--- src/rtl/div_pkg.sv ---
// Shared widths, handshake constants and FSM encoding for the EX-stage divider.
package div_pkg;

  localparam int REG_BUS        = 32;
  localparam int DOUBLE_REG_BUS = 64;

  localparam logic DIV_RESULT_READY     = 1'b1;
  localparam logic DIV_RESULT_NOT_READY = 1'b0;
  localparam logic DIV_START            = 1'b1;
  localparam logic DIV_STOP             = 1'b0;

  localparam logic [5:0] DIV_ITERS = 6'd32;

  typedef enum logic [1:0] {
    DIV_FREE    = 2'b00,
    DIV_BY_ZERO = 2'b01,
    DIV_ON      = 2'b10,
    DIV_END     = 2'b11
  } div_state_e;

  function automatic logic [REG_BUS-1:0] neg32(input logic [REG_BUS-1:0] x);
    return ~x + 32'd1;
  endfunction

endpackage

--- src/rtl/div_if.sv ---
// Request/result bundle between EX (master) and the divider (slave).
interface div_if;
  import div_pkg::*;

  logic                      signed_div_i;
  logic [REG_BUS-1:0]        opdata1_i;
  logic [REG_BUS-1:0]        opdata2_i;
  logic                      start_i;
  logic                      annul_i;
  logic [DOUBLE_REG_BUS-1:0] result_o;
  logic                      ready_o;
  logic                      stallreq_o;

  modport master (
    output signed_div_i, opdata1_i, opdata2_i, start_i, annul_i,
    input  result_o, ready_o, stallreq_o
  );

  modport slave (
    input  signed_div_i, opdata1_i, opdata2_i, start_i, annul_i,
    output result_o, ready_o, stallreq_o
  );
endinterface

--- src/rtl/div.sv ---
// Multi-cycle 32-bit restoring divider: one quotient bit per cycle, result {rem, quot}.
//
// state       | meaning
// DIV_FREE    | idle, accepts start_i when annul_i is low
// DIV_BY_ZERO | divisor was zero, result forced to 0 next edge
// DIV_ON      | iterating, cnt counts quotient bits produced
// DIV_END     | result held until start_i drops or annul_i
module div
  import div_pkg::*;
(
  input logic  clk,
  input logic  rst,
  div_if.slave bus
);

  div_state_e          r_state;
  div_state_e          w_state_nxt;
  logic [5:0]          r_cnt;
  logic [64:0]         r_work;
  logic [REG_BUS-1:0]  r_divisor;
  logic                r_q_neg;
  logic                r_r_neg;
  logic [63:0]         r_result;
  logic                r_ready;

  logic                w_accept;
  logic                w_iter;
  logic                w_finish;
  logic                w_zero;
  logic                w_clear;
  logic [33:0]         w_trial;
  logic [64:0]         w_work_nxt;
  logic [REG_BUS-1:0]  w_op1_mag;
  logic [REG_BUS-1:0]  w_op2_mag;
  logic [REG_BUS-1:0]  w_q_fin;
  logic [REG_BUS-1:0]  w_r_fin;

  assign w_op1_mag = (bus.signed_div_i && bus.opdata1_i[31]) ? neg32(bus.opdata1_i) : bus.opdata1_i;
  assign w_op2_mag = (bus.signed_div_i && bus.opdata2_i[31]) ? neg32(bus.opdata2_i) : bus.opdata2_i;

  // r_work[64:31] is the partial remainder already shifted left by one
  assign w_trial    = r_work[64:31] - {2'b00, r_divisor};
  assign w_work_nxt = w_trial[33] ? {r_work[63:0], 1'b0}
                                  : {w_trial[32:0], r_work[30:0], 1'b1};

  assign w_q_fin = r_q_neg ? neg32(r_work[31:0])  : r_work[31:0];
  assign w_r_fin = r_r_neg ? neg32(r_work[63:32]) : r_work[63:32];

  always_ff @(posedge clk) begin
    if (rst) r_state <= DIV_FREE;
    else     r_state <= w_state_nxt;
  end

  always_comb begin
    w_state_nxt = r_state;
    w_accept    = 1'b0;
    w_iter      = 1'b0;
    w_finish    = 1'b0;
    w_zero      = 1'b0;
    w_clear     = 1'b0;
    case (r_state)
      DIV_FREE: begin
        if (bus.start_i == DIV_START && !bus.annul_i) begin
          w_accept    = 1'b1;
          w_state_nxt = (bus.opdata2_i == '0) ? DIV_BY_ZERO : DIV_ON;
        end
      end
      DIV_BY_ZERO: begin
        if (bus.annul_i) begin
          w_clear     = 1'b1;
          w_state_nxt = DIV_FREE;
        end else begin
          w_zero      = 1'b1;
          w_state_nxt = DIV_END;
        end
      end
      DIV_ON: begin
        // annul wins over completion on the same edge
        if (bus.annul_i) begin
          w_clear     = 1'b1;
          w_state_nxt = DIV_FREE;
        end else if (r_cnt == DIV_ITERS) begin
          w_finish    = 1'b1;
          w_state_nxt = DIV_END;
        end else begin
          w_iter      = 1'b1;
        end
      end
      DIV_END: begin
        if (bus.annul_i || bus.start_i == DIV_STOP) begin
          w_clear     = 1'b1;
          w_state_nxt = DIV_FREE;
        end
      end
      default: w_state_nxt = DIV_FREE;
    endcase
  end

  always_ff @(posedge clk) begin
    if (rst) begin
      r_cnt     <= '0;
      r_work    <= '0;
      r_divisor <= '0;
      r_q_neg   <= 1'b0;
      r_r_neg   <= 1'b0;
      r_result  <= '0;
      r_ready   <= DIV_RESULT_NOT_READY;
    end else begin
      if (w_accept) begin
        r_cnt     <= '0;
        r_work    <= {33'd0, w_op1_mag};
        r_divisor <= w_op2_mag;
        r_q_neg   <= bus.signed_div_i && (bus.opdata1_i[31] ^ bus.opdata2_i[31]);
        r_r_neg   <= bus.signed_div_i && bus.opdata1_i[31];
      end
      if (w_iter) begin
        r_work <= w_work_nxt;
        r_cnt  <= r_cnt + 6'd1;
      end
      if (w_finish) begin
        r_result <= {w_r_fin, w_q_fin};
        r_ready  <= DIV_RESULT_READY;
      end
      if (w_zero) begin
        r_result <= '0;
        r_ready  <= DIV_RESULT_READY;
      end
      if (w_clear) begin
        r_result <= '0;
        r_ready  <= DIV_RESULT_NOT_READY;
      end
    end
  end

  assign bus.result_o   = r_result;
  assign bus.ready_o    = r_ready;
  assign bus.stallreq_o = bus.start_i & ~bus.annul_i & ~r_ready;

endmodule

--- src/flat_wrapper.sv ---
// flat-port wrapper written by rule: the top's interface ports become plain ports
module div_flat import div_pkg::*;
  (clk, rst, bus_signed_div_i, bus_opdata1_i, bus_opdata2_i, bus_start_i, bus_annul_i, bus_result_o, bus_ready_o, bus_stallreq_o);
  div_if bus_i ();
  input logic clk;
  input logic rst;
  input wire logic [$bits(bus_i.signed_div_i)-1:0] bus_signed_div_i;
  input wire logic [$bits(bus_i.opdata1_i)-1:0] bus_opdata1_i;
  input wire logic [$bits(bus_i.opdata2_i)-1:0] bus_opdata2_i;
  input wire logic [$bits(bus_i.start_i)-1:0] bus_start_i;
  input wire logic [$bits(bus_i.annul_i)-1:0] bus_annul_i;
  output wire logic [$bits(bus_i.result_o)-1:0] bus_result_o;
  output wire logic [$bits(bus_i.ready_o)-1:0] bus_ready_o;
  output wire logic [$bits(bus_i.stallreq_o)-1:0] bus_stallreq_o;
  assign bus_i.signed_div_i = bus_signed_div_i;
  assign bus_i.opdata1_i = bus_opdata1_i;
  assign bus_i.opdata2_i = bus_opdata2_i;
  assign bus_i.start_i = bus_start_i;
  assign bus_i.annul_i = bus_annul_i;
  assign bus_result_o = bus_i.result_o;
  assign bus_ready_o = bus_i.ready_o;
  assign bus_stallreq_o = bus_i.stallreq_o;
  div u_core (.clk(clk), .rst(rst), .bus(bus_i));
endmodule
--- config.mk ---
export PLATFORM = sky130hd
export DESIGN_NAME = div_flat
export DESIGN_NICKNAME = d
export VERILOG_FILES = /design/src/rtl/div_pkg.sv /design/src/rtl/div_if.sv /design/src/rtl/div.sv /design/src/flat_wrapper.sv
export SDC_FILE = /design/constraint.sdc
export NUM_CORES = 1
export LEC_CHECK = 0
export CAP_MARGIN = 20
export CORE_ASPECT_RATIO = 0.6
export CORE_UTILIZATION = 61
export DETAILED_ROUTE_END_ITERATION = 8
export GPL_TIMING_DRIVEN = 1
export PLACE_DENSITY_LB_ADDON = 0.08
export SYNTH_ARGS = -nofsm -noshare
export SYNTH_HDL_FRONTEND = slang
export SYNTH_SLANG_ARGS = --single-unit
export TNS_END_PERCENT = 1
--- constraint.sdc ---
create_clock -name clk -period 5 [get_ports clk]
set_clock_uncertainty 0.1 [all_clocks]
set_input_delay 1 -clock clk [delete_from_list [all_inputs] [get_ports clk]]
set_output_delay 1 -clock clk [all_outputs]
set_load 0.02 [all_outputs]
Word-level counts from Yosys, hierarchy flattened:

Index checks and enable logic that the tools add are counted.

* add/sub/neg operators: 6
* eq/ne operators: 7
* muxes and demuxes: 31
* bitwise operators: 10
* reduce and logical (&&, ||, !) cells: 14

Operators with widths (count)
* 2-to-1 mux 65 bit: 3
* adder 32 x 1 -> 32 bit, second input constant: 4
* 2-to-1 mux 32 bit: 4
* inverter 32 bit: 4
* subtractor 34 x 32 -> 34 bit: 1
* zero test 32 bit: 1
* 2-to-1 mux 1 bit: 14
* 2-to-1 mux 2 bit: 6
* 2-to-1 mux 6 bit: 2
* one-hot mux 2 bit (4 select lines): 1
* adder 6 x 1 -> 6 bit, second input constant: 1
* == test 6 bit, second input constant: 1
* == test 2 bit, second input constant: 2
* logical AND 1 bit: 4
* inequality test 2 x 1 -> 1 bit, second input constant: 2
* nonzero test 2 bit: 2
* OR reduction 2 bit: 2
* inequality test 3 x 2 -> 1 bit, second input constant: 1
* inverter 1 bit: 3
* AND reduction 3 bit: 1
* OR reduction 3 bit: 1
* AND 1 bit: 2
* == test 2 x 1 -> 1 bit, second input constant: 1
* zero test 2 bit: 1
* 4 further kinds: 4

* register bits after elaboration: 172
* bits of input ports: 69
* output and inout bits: 66
* logic and storage cells: 76

Longest topological paths before layout:

Gate-level depths: netlist of run 1.

* depth in word-level cells: 6
* gate-level depth with buffers: 13
* depth with buffers taken out: 13

Worst setup path after synthesis of run 1:

No wires, ideal clock.

* path type: input to register
* start point: input port bus_opdata1_i[17]
* end point: register u_core.r_work[30]
* setup time: 0.065 ns
* data arrival time: 3.173 ns
* data required time: 4.835 ns
* path slack: 1.661 ns
* stages on the path: 9
* path buffers: 0
* cells stage by stage: or4_1 or4b_1 or3_1 nor2b_2 a21oi_1 xnor2_1 a211oi_1 a21oi_1 nor2_1

* cells in the longest elaborated chain, start to end: 5

Ends and longest elaborated chain
* from (decl): RTL line flat_wrapper.sv:8 `input wire logic [$bits(bus_i.opdata1_i)-1:0] bus_opdata1_i;`
* inverter 32 bit: RTL line div_pkg.sv:22 `return ~x + 32'd1;`
* adder 32 x 1 -> 32 bit: RTL line div_pkg.sv:22
* 2-to-1 mux 32 bit: RTL line div.sv:38 `assign w_op1_mag = (bus.signed_div_i && bus.opdata1_i[31]) ? neg32(bus.opdata1_i) : bus.opdata1_i;`
* 2-to-1 mux 65 bit: RTL line div.sv:109 `if (w_accept) begin`
* 2-to-1 mux 65 bit: RTL line div.sv:116 `if (w_iter) begin`
* to (signal assigned): RTL line div.sv:111 `r_work <= {33'd0, w_op1_mag};`
* to (signal assigned): RTL line div.sv:117 `r_work <= w_work_nxt;`
* to (decl): RTL line div.sv:19 `logic [64:0] r_work;`

Every way passes these cells. The select of a mux whose other input is x is not followed.
A chain may end at the register's enable or synchronous reset.

Final worst setup path of run 1:

* start point: register u_core.r_work[55]
* end point: register u_core.r_work[47]

* cells in the longest elaborated chain, start to end: 3

Ends and longest elaborated chain
* subtractor 34 x 32 -> 34 bit: RTL line div.sv:42 `assign w_trial = r_work[64:31] - {2'b00, r_divisor};`
* 2-to-1 mux 65 bit: RTL line div.sv:43 `assign w_work_nxt = w_trial[33] ? {r_work[63:0], 1'b0}`
* 2-to-1 mux 65 bit: RTL line div.sv:116

Every way passes these cells.

==> results of run 1 <==
tightest hold or removal path, stage by stage, from the launching register on:
cell and delay (ns):
dfxtp_1 0.31, nand2_1 0.05, a21oi_1 0.05
synth_stat cells, types with 8 or more instances:
| library cell | count |
|---|---|
| or3_1 | 23 |
| o21a_1 | 8 |
| dfxtp_1 | 172 |
| nor4_1 | 9 |
| a311oi_1 | 14 |
| o211ai_1 | 8 |
| a211oi_1 | 101 |
| nand2_1 | 137 |
| ha_1 | 43 |
| inv_1 | 56 |
| buf_1 | 10 |
| clkbuf_1 | 70 |
| nor3_1 | 26 |
| o31ai_1 | 24 |
| nand3_1 | 23 |
| nor2b_1 | 10 |
| a21o_1 | 13 |
| o41ai_1 | 8 |
| xnor2_1 | 52 |
| mux2i_1 | 25 |
| nand2b_1 | 8 |
| a31oi_1 | 13 |
| nor2_1 | 217 |
| a21oi_1 | 105 |
| o21ai_0 | 76 |
| xor2_1 | 86 |
| nand4_1 | 9 |
area by class of cell:
type,instances,area [um2]
Multi-Input combinational cell,1123,7061
Fill cell,1361,4304
Sequential cell,172,3443
Timing Repair Buffer,146,1471
Clock buffer,17,425.4
Tap cell,234,292.8
Inverter,57,214.0
Clock inverter,14,148.9
cell usage in the layout, fill, tap and decap left out, types with 10 or more instances in the layout:
master and count:
nand3_1 23, nor3_1 26, clkdlybuf4s50_1 133, ha_1 43
a21o_1 13, xor2_1 86, or3_1 23, mux2i_1 25
o21ai_0 76, a21oi_1 105, clkbuf_16 17, a31oi_1 12
nor2_1 214, xnor2_1 52, o31ai_1 24, dfxtp_1 172
a311oi_1 14, nand2_1 137, a211oi_1 101, nor2b_1 10
inv_1 56
metrics by stage:
stage	instance area [um2]	setup WS, ns
global placement	12450	0.9395
CTS	13030	1.243
finish	13060	1.149
global route	13060	0.8796
floorplan	10990	1.661
detailed placement	12450	0.8497
worst paths after layout:
| path | end | depth (start not counted) | slack [ns] | from |
|---|---|---|---|---|
| worst max-delay path | u_core.r_work[47] | 9 | 1.15 | u_core.r_work[55] |
| worst min-delay path | u_core.r_divisor[21] | 2 | 0.35 | u_core.r_divisor[21] |
| worst max register to register | u_core.r_work[47] | 9 | 1.15 | u_core.r_work[55] |
| worst min register to register | u_core.r_divisor[21] | 2 | 0.35 | u_core.r_divisor[21] |
power breakdown:
part / total [W] / internal (W) / switching, W
clock network: 0.00129 / 0.000665 / 0.000628
registers: 0.00162 / 0.00147 / 0.000150
logic: 0.00165 / 0.000643 / 0.00101
per-layer routing:
layer	share of wire, %	routed length, um	vias to the layer above
met5	0	0	-
met4	0.66	204	0
met3	14	4321	20
met2	34	10390	518
met1	52	16000	4806
li1	-	-	5284
state kept, by name (all words and copies together) (netlist names):
name                 cells
u_core.r_q_neg           1
u_core.r_state           2
u_core.r_r_neg           1
u_core.r_work           65
u_core.bus.result_o     64
u_core.r_divisor        32
u_core.r_cnt             6
u_core.bus.ready_o       1
kinds of logic after synthesis:
family	synth area share [%]
AOI/OAI and AO/OA	24.76
xor gates and xnor gates	11.00
adders and majority gates	5.078
buffers and inverters	4.816
DFF	31.33
muxes	2.380
and+or+nand+nor	20.63
==> flow_summary_export.csv, run 1 <==
group,metric,value,unit
floorplan,die_x,175.3,um
critical_path,path_cells,"ha_1 -> and3_1 -> and4_1 -> a32o_1 -> or2_2 -> a311oi_4 -> buf_4 -> mux2i_1 -> o21ai_0",
clocking,cts_setup_buffers,0,
critical_path,cp.buffers_inverters,1,
floorplan,rows,37,
floorplan,die_y,106.0,um
timing,setup-violations-final,0,
timing,worst_slew_pin_slew,0.9372,ns
clocking,cts_buffer_depth,2,
detailed_routing,antenna_left,0,
logic_synthesis,ys_ff_latch,172,
global_route,use_met1,55.70,%
logic_synthesis,syn_area,0.01099,mm2
power_and_ir_drop,p_leak,4.664,nW
timing,finalHoldViolCount,0,
detailed_routing,routed_wl,30920,um
logic_synthesis,synth.distinct_cells,69,
place,dp.final_hpwl,23570,um
global_route,grt_max_degree,78,
global_route,grt.overflow.total,0,
clocking,clkTransAtPathRegs,0.07,ns
timing,whs,0.3549,ns
global_route,use_met3,11.84,%
clocking,cts_hold_buf,0,
floorplan,initial_utilization,63.30,%
place,dp_cells,1731,
status,outcome,"completed",
floorplan,die_area,0.01857,mm2
place,gp_congestion,0.9543,
detailed_routing,wire_per_inst,17.54,um
logic_synthesis,synth_edf_count,0,
logic_synthesis,synth_nets,1548,
timing,drv_slew,0,
detailed_routing,drt_iter0_drc,1069,
logic_synthesis,synthCells,1435,
logic_synthesis,synth_top_area_cell,"dfxtp_1",
floorplan,core,0.01736,mm2
critical_path,endpoint_kind,"flip-flop",
logic_synthesis,dominantRegCellSynth,"dfxtp_1",
clocking,htree_levels,4,
clocking,numCtsBuffers,17,
power_and_ir_drop,powerDensity,349.4,mW/mm2
logic_synthesis,ys_seq_area_share,31.33,%
global_route,met2_usage,39.37,%
layout,nNetsFinal,1630,
clocking,clk_latency,0.43,ns
timing,max_freq,259.7,MHz
logic_synthesis,synthArstFlopShare,0,%
layout,antennaDiodeCount,0,
power_and_ir_drop,finalPower,0.004562,W
clocking,cts_tree,"done",
power_and_ir_drop,irDropWorstVdd,227.1,uV
job,drv_cap,0,
detailed_routing,first_pass_iters,6,
critical_path,worstPathArrival,4.02,ns
global_route,antenna_found_initial,0,
hold_path,hold_path.class,"reg -> reg",
global_route,groute.usage.overall,33.72,%
floorplan,ios,135,
place,portBuffers,134,
logic_synthesis,synth_warnings,0,
global_route,top_usage_layer,"met1",
clocking,cts-root-buf,"clkbuf_16",
layout,area_growth_syn_to_layout,18.81,%
logic_synthesis,avgSynthCellArea,7.658,um2
critical_path,critPathKind,"reg -> reg",
timing,rsz0062_at_grt,"no",
global_route,grt_pass1_wl,49110,um
detailed_routing,vias,10628,
timing,fin_crit,3.851,ns
layout,drive_above_1_share,4.447,%
layout,final_util,75.21,%
critical_path,crit_family,"compound AO/OA/AOI/OAI gates",
logic_synthesis,yosys-top-cells-area,"dfxtp_1 (31%), nor2_1 (7.4%), a211oi_1 (6.9%)",
detailed_routing,drc,0,
critical_path,path_max_fanout,30,
critical_path,critPathMaxStageDelay,0.63,ns
detailed_routing,avgViaCountPerCell,6.028,
critical_path,start_kind,"flip-flop",
clocking,cts_sinks,172,
global_route,grt_pass1_vias,9046,
clocking,cts_resized,0,
critical_path,crit_path_top_delay_cell,"a311oi_4",
timing,period_share,77.02,%
logic_synthesis,synth_top_area_share,31.33,%
timing,max_slew_margin,37.52,%
critical_path,cp.required,5.17,ns
timing,setup_tns,0,ns
layout,final_cells,1763,
No activity file was read; power rests on OpenSTA's default activity.
==> inputs of run 2 (changes only) <==
Settings changed: CORE_UTILIZATION 61 to 51.
Clock period 5 ns to 3.4 ns, I/O delays scaled along.
==> flow_summary_export.csv, run 2 (synthesis gave the netlist of run 1 again) <==
group,metric,value,unit
layout,largest_register,"u_core.r_work",
layout,seqCellArea,0.003443,mm2
critical_path,path_cells,"inv_1 -> ha_1 -> a21oi_2 -> o21a_1 -> o21ai_0 -> a32o_1 -> or2_2 -> a311oi_4 -> buf_4 -> buf_12 -> nor2_1 -> a21oi_1 -> o21ai_0",
clocking,cts_sinks,172,
layout,fill_cells,1833,
place,gp_congestion,0.9508,
layout,antennaDiodeCount,0,
timing,worst_slew_pin_slew,0.7013,ns
timing,finalHoldViolCount,0,
critical_path,critPathKind,"reg -> reg",
power_and_ir_drop,irDropWorstVdd,421.7,uV
detailed_routing,wire_per_inst,17.43,um
power_and_ir_drop,p_leak,5.194,nW
layout,multi_input_area,0.007083,mm2
layout,final_util,66.27,%
status,outcome,"completed",
power_and_ir_drop,powerDensity,493.1,mW/mm2
global_route,groute.usage.overall,30.67,%
layout,final_common_cell,"nor2_1",
timing,setup_tns,0,ns
global_route,grt_max_degree,65,
critical_path,cp_common_cell,"o21ai_0",
critical_path,cp.buffers_inverters,3,
power_and_ir_drop,seq_power_share,34.3,%
critical_path,endpoint_kind,"flip-flop",
global_route,grt_pass1_wl,52090,um
job,drv_cap,0,
clocking,cts-root-buf,"clkbuf_16",
power_and_ir_drop,power.switching,0.002628,W
floorplan,core,0.02108,mm2
layout,final_cells,1914,
critical_path,cp.required,3.62,ns
floorplan,ios,135,
floorplan,rows,41,
detailed_routing,antenna_left,0,
global_route,use_met1,52.08,%
detailed_routing,avgViaCountPerCell,5.689,
timing,setup_slack,0.1474,ns
power_and_ir_drop,p_int,0.004261,W
place,dp.final_hpwl,26600,um
detailed_routing,first_pass_iters,5,
floorplan,die_x,191.5,um
layout,drive_above_1_share,10.76,%
power_and_ir_drop,clock_power_share,26.3,%
timing,max_slew_margin,53.14,%
power_and_ir_drop,p_comb_share,39.4,%
hold_path,hold_path.class,"reg -> reg",
place,portBuffers,134,
clocking,clk_latency,0.44,ns
floorplan,die_y,115.7,um
detailed_routing,vias,10888,
place,dp_cells,1880,
detailed_routing,drt_iter0_drc,907,
global_route,grt_pass1_vias,9324,
clocking,htree_levels,4,
critical_path,worstPathArrival,3.47,ns
floorplan,initial_utilization,52.12,%
power_and_ir_drop,switching_share,38.14,%
timing,max_freq,307.4,MHz
clocking,cts_tree,"done",
timing,drv_slew,0,
clocking,clkTransAtPathRegs,0.06,ns
critical_path,path_max_fanout,18,
critical_path,critPathMaxStageDelay,0.38,ns
detailed_routing,routed_wl,33360,um
global_route,grt.overflow.total,0,
critical_path,crit_family,"compound AO/OA/AOI/OAI gates",
place,pre_cts_slack,-0.1515,ns
layout,nNetsFinal,1735,
global_route,met2_usage,34.23,%
layout,mostFrequentLayoutCells,"nor2_1 (214), dfxtp_1 (172), nand2_1 (137)",
timing,setup-violations-final,0,
layout,largest_reg_flops,65,
critical_path,start_kind,"flip-flop",
layout,area_growth_syn_to_layout,27.14,%
timing,fin_crit,3.253,ns
power_and_ir_drop,finalPower,0.006889,W
global_route,antenna_found_initial,0,
clocking,cts_buffer_depth,2,
timing,period_share,95.66,%
global_route,use_met3,10.15,%
critical_path,crit_path_top_delay_cell,"ha_1",
timing,rsz0062_at_grt,"yes",
detailed_routing,drc,0,
floorplan,die_area,0.02216,mm2
clocking,numCtsBuffers,17,
global_route,top_usage_layer,"met1",
run 2: per-layer routing:
metal	routed length, um	vias to the layer above	part of all wire (%)
met3	4102	19	12
met5	0	-	0
met1	18380	4898	55
met4	228	0	0.68
met2	10650	481	32
li1	-	5490	-
run 2: final cells by class:
| type | count | area share [%] |
|---|---|---|
| tap | 279 | 2.498 |
| inverter | 57 | 1.531 |
| clock buffer | 21 | 3.224 |
| sequential | 172 | 24.64 |
| timing repair buffer | 251 | 16.80 |
| multi-input combinational | 1123 | 50.69 |
| clock inverter | 11 | 0.6089 |
run 2: path summary, 6_finish.rpt:
kind | startpoint | endpoint | slack, ns | cells after the start
setup reg to reg | u_core.r_divisor[16] | u_core.r_work[48] | 0.15 | 13
setup / recovery | u_core.r_divisor[16] | u_core.r_work[48] | 0.15 | 13
hold / removal | u_core.r_divisor[25] | u_core.r_divisor[25] | 0.35 | 2
hold reg to reg | u_core.r_divisor[25] | u_core.r_divisor[25] | 0.35 | 2
run 2: stage by stage:
stage	instance area [um2]	hold WS (ns)
floorplan	10990	0.3319
global placement	13380	0.3423
detailed placement	13380	0.3470
CTS	13910	0.3541
global route	13970	0.3766
finish	13970	0.3490
run 2: worst reg2reg max path, cell delays in order (launching register included):
cell	delay [ns]
dfxtp_1	0.33
inv_1	0.09
ha_1	0.38
a21oi_2	0.19
o21a_1	0.17
o21ai_0	0.13
a32o_1	0.31
or2_2	0.36
a311oi_4	0.36
buf_4	0.22
buf_12	0.18
nor2_1	0.07
a21oi_1	0.15
o21ai_0	0.10
run 2: power groups by stage:
stage	Combinational [W]	Clock, W	Sequential [W]
after floorplan	0.00178	0	0.00232
after global placement	0.00258	0	0.00239
after detailed placement	0.00262	0	0.00240
after CTS	0.00263	0.00184	0.00235
after global routing	0.00299	0.00192	0.00238
final	0.00271	0.00181	0.00236
run 2: timing repair:
item,CTS,global route
setup endpoints to repair,0,34
endpoints found under the hold margin,0,0
setup buffers,0,1
hold buffers,0,0
resized for setup,0,6
==> inputs of run 3 (changes only) <==
Settings changed: CORE_MARGIN set to 2, CORE_UTILIZATION 51 to 32.
==> flow_summary_export.csv, run 3 (synthesis gave the netlist of run 1 again) <==
group,metric,value,unit
place,portBuffers,134,
job,drv_cap,0,
power_and_ir_drop,irDropWorstVdd,399.2,uV
floorplan,die_y,147.5,um
clocking,cts_resized,0,
global_route,grt_pass1_vias,9456,
timing,setup_slack,0.1501,ns
layout,final_common_cell,"nor2_1",
timing,max_freq,307.7,MHz
clocking,cts-root-buf,"clkbuf_16",
critical_path,path_max_fanout,7,
global_route,groute.usage.overall,20.71,%
clocking,htree_levels,4,
layout,area_growth_syn_to_layout,28.13,%
place,gp_congestion,0.8890,
global_route,antenna_found_initial,0,
timing,max_slew_margin,33.08,%
critical_path,cp.required,3.63,ns
timing,period_share,95.58,%
critical_path,endpoint_kind,"flip-flop",
timing,drv_slew,0,
layout,nNetsFinal,1714,
power_and_ir_drop,powerDensity,507.4,mW/mm2
layout,drive_above_1_share,9.851,%
floorplan,initial_utilization,32.54,%
clocking,numCtsBuffers,17,
clocking,clk_latency,0.45,ns
floorplan,ios,135,
layout,mostFrequentLayoutCells,"nor2_1 (214), dfxtp_1 (172), nand2_1 (137)",
detailed_routing,first_pass_iters,5,
clocking,cts_sinks,172,
layout,largest_register,"u_core.r_work",
layout,largest_reg_flops,65,
critical_path,path_cells,"inv_1 -> ha_1 -> a41o_1 -> a221oi_1 -> o221ai_1 -> o21a_1 -> a221o_1 -> a211oi_1 -> xor2_1 -> o21ai_0",
layout,seqCellArea,0.003443,mm2
detailed_routing,routed_wl,37200,um
timing,worst_slew_pin_slew,1.002,ns
detailed_routing,avgViaCountPerCell,5.077,
floorplan,die_area,0.03589,mm2
floorplan,rows,52,
place,dp.final_hpwl,29280,um
layout,final_util,41.70,%
timing,setup-violations-final,0,
status,outcome,"completed",
clocking,cts_buffer_depth,2,
critical_path,critPathKind,"reg -> reg",
global_route,grt_pass1_wl,57370,um
detailed_routing,antenna_left,0,
clocking,cts_setup_buffers,0,
global_route,grt_max_degree,111,
clocking,clkTransAtPathRegs,0.08,ns
detailed_routing,wire_per_inst,17.95,um
critical_path,worstPathArrival,3.48,ns
layout,fill_cells,3458,
detailed_routing,drt_iter0_drc,1007,
layout,multi_input_area,0.007094,mm2
layout,antennaDiodeCount,0,
place,pre_cts_slack,-0.1339,ns
hold_path,hold_path.class,"reg -> reg",
global_route,grt.overflow.total,0,
critical_path,start_kind,"flip-flop",
timing,finalHoldViolCount,0,
floorplan,die_x,243.2,um
critical_path,critPathMaxStageDelay,0.43,ns
timing,fin_crit,3.250,ns
timing,rsz0062_at_grt,"yes",
clocking,cts_tree,"done",
critical_path,crit_path_top_delay_cell,"a221o_1",
power_and_ir_drop,p_leak,5.110,nW
floorplan,core,0.03377,mm2
clocking,cts_hold_buf,0,
detailed_routing,vias,10525,
detailed_routing,drc,0,
[run 3: critical path, delay by kind of cell, from the launching register on]
| kind | cells | cell delay (ns) |
|---|---|---|
| DFF | 1 | 0.34 |
| buffers and inverters | 1 | 0.06 |
| xor gates and xnor gates | 1 | 0.24 |
| adders and majority gates | 1 | 0.39 |
| AOI/OAI and AO/OA | 7 | 2.01 |
[run 3: routing by layer]
layer	GRT usage, %	routed length [um]	vias up
li1	-	-	5455
met1	36.78	22440	4764
met2	22.68	11950	291
met3	4.847	2557	15
met4	3.988	264	0
met5	0	0	-
[run 3: area by class of cell]
| cell class | instances | share of cell area (%) |
|---|---|---|
| Multi-Input combinational cell | 1123 | 50.38 |
| Timing Repair Buffer | 230 | 15.23 |
| Inverter | 57 | 1.519 |
| Clock inverter | 14 | 1.288 |
| Sequential cell | 172 | 24.45 |
| Tap cell | 459 | 4.079 |
| Clock buffer | 18 | 3.048 |
[run 3: worst paths after layout]
kind / end / cells after the start / slack [ns] / startpoint
max: u_core.r_work[62] / 10 / 0.15 / u_core.r_divisor[6]
min: u_core.r_divisor[25] / 2 / 0.35 / u_core.r_divisor[25]
max reg2reg: u_core.r_work[62] / 10 / 0.15 / u_core.r_divisor[6]
min reg2reg: u_core.r_divisor[25] / 2 / 0.35 / u_core.r_divisor[25]
[run 3: metrics by stage]
stage | TNS (ns) | std cells | hold WS [ns] | cell area (um2) | power [W]
finish | 0 | 2073 | 0.3548 | 14080 | 0.007145
global route | -0.02603 | 2073 | 0.3723 | 14080 | 0.007564
CTS | 0 | 2073 | 0.3576 | 14050 | 0.007140
detailed placement | -1.019 | 2041 | 0.3473 | 13440 | 0.005046
global placement | -0.9039 | 2041 | 0.3433 | 13440 | 0.005039
floorplan | 0 | 1435 | 0.3319 | 10990 | 0.004106
[run 3: report_power, final]
group / switching, W / total [W] / internal (W)
clock: 0.000964 / 0.00208 / 0.00112
sequential: 0.000184 / 0.00234 / 0.00216
combinational: 0.00163 / 0.00272 / 0.00109
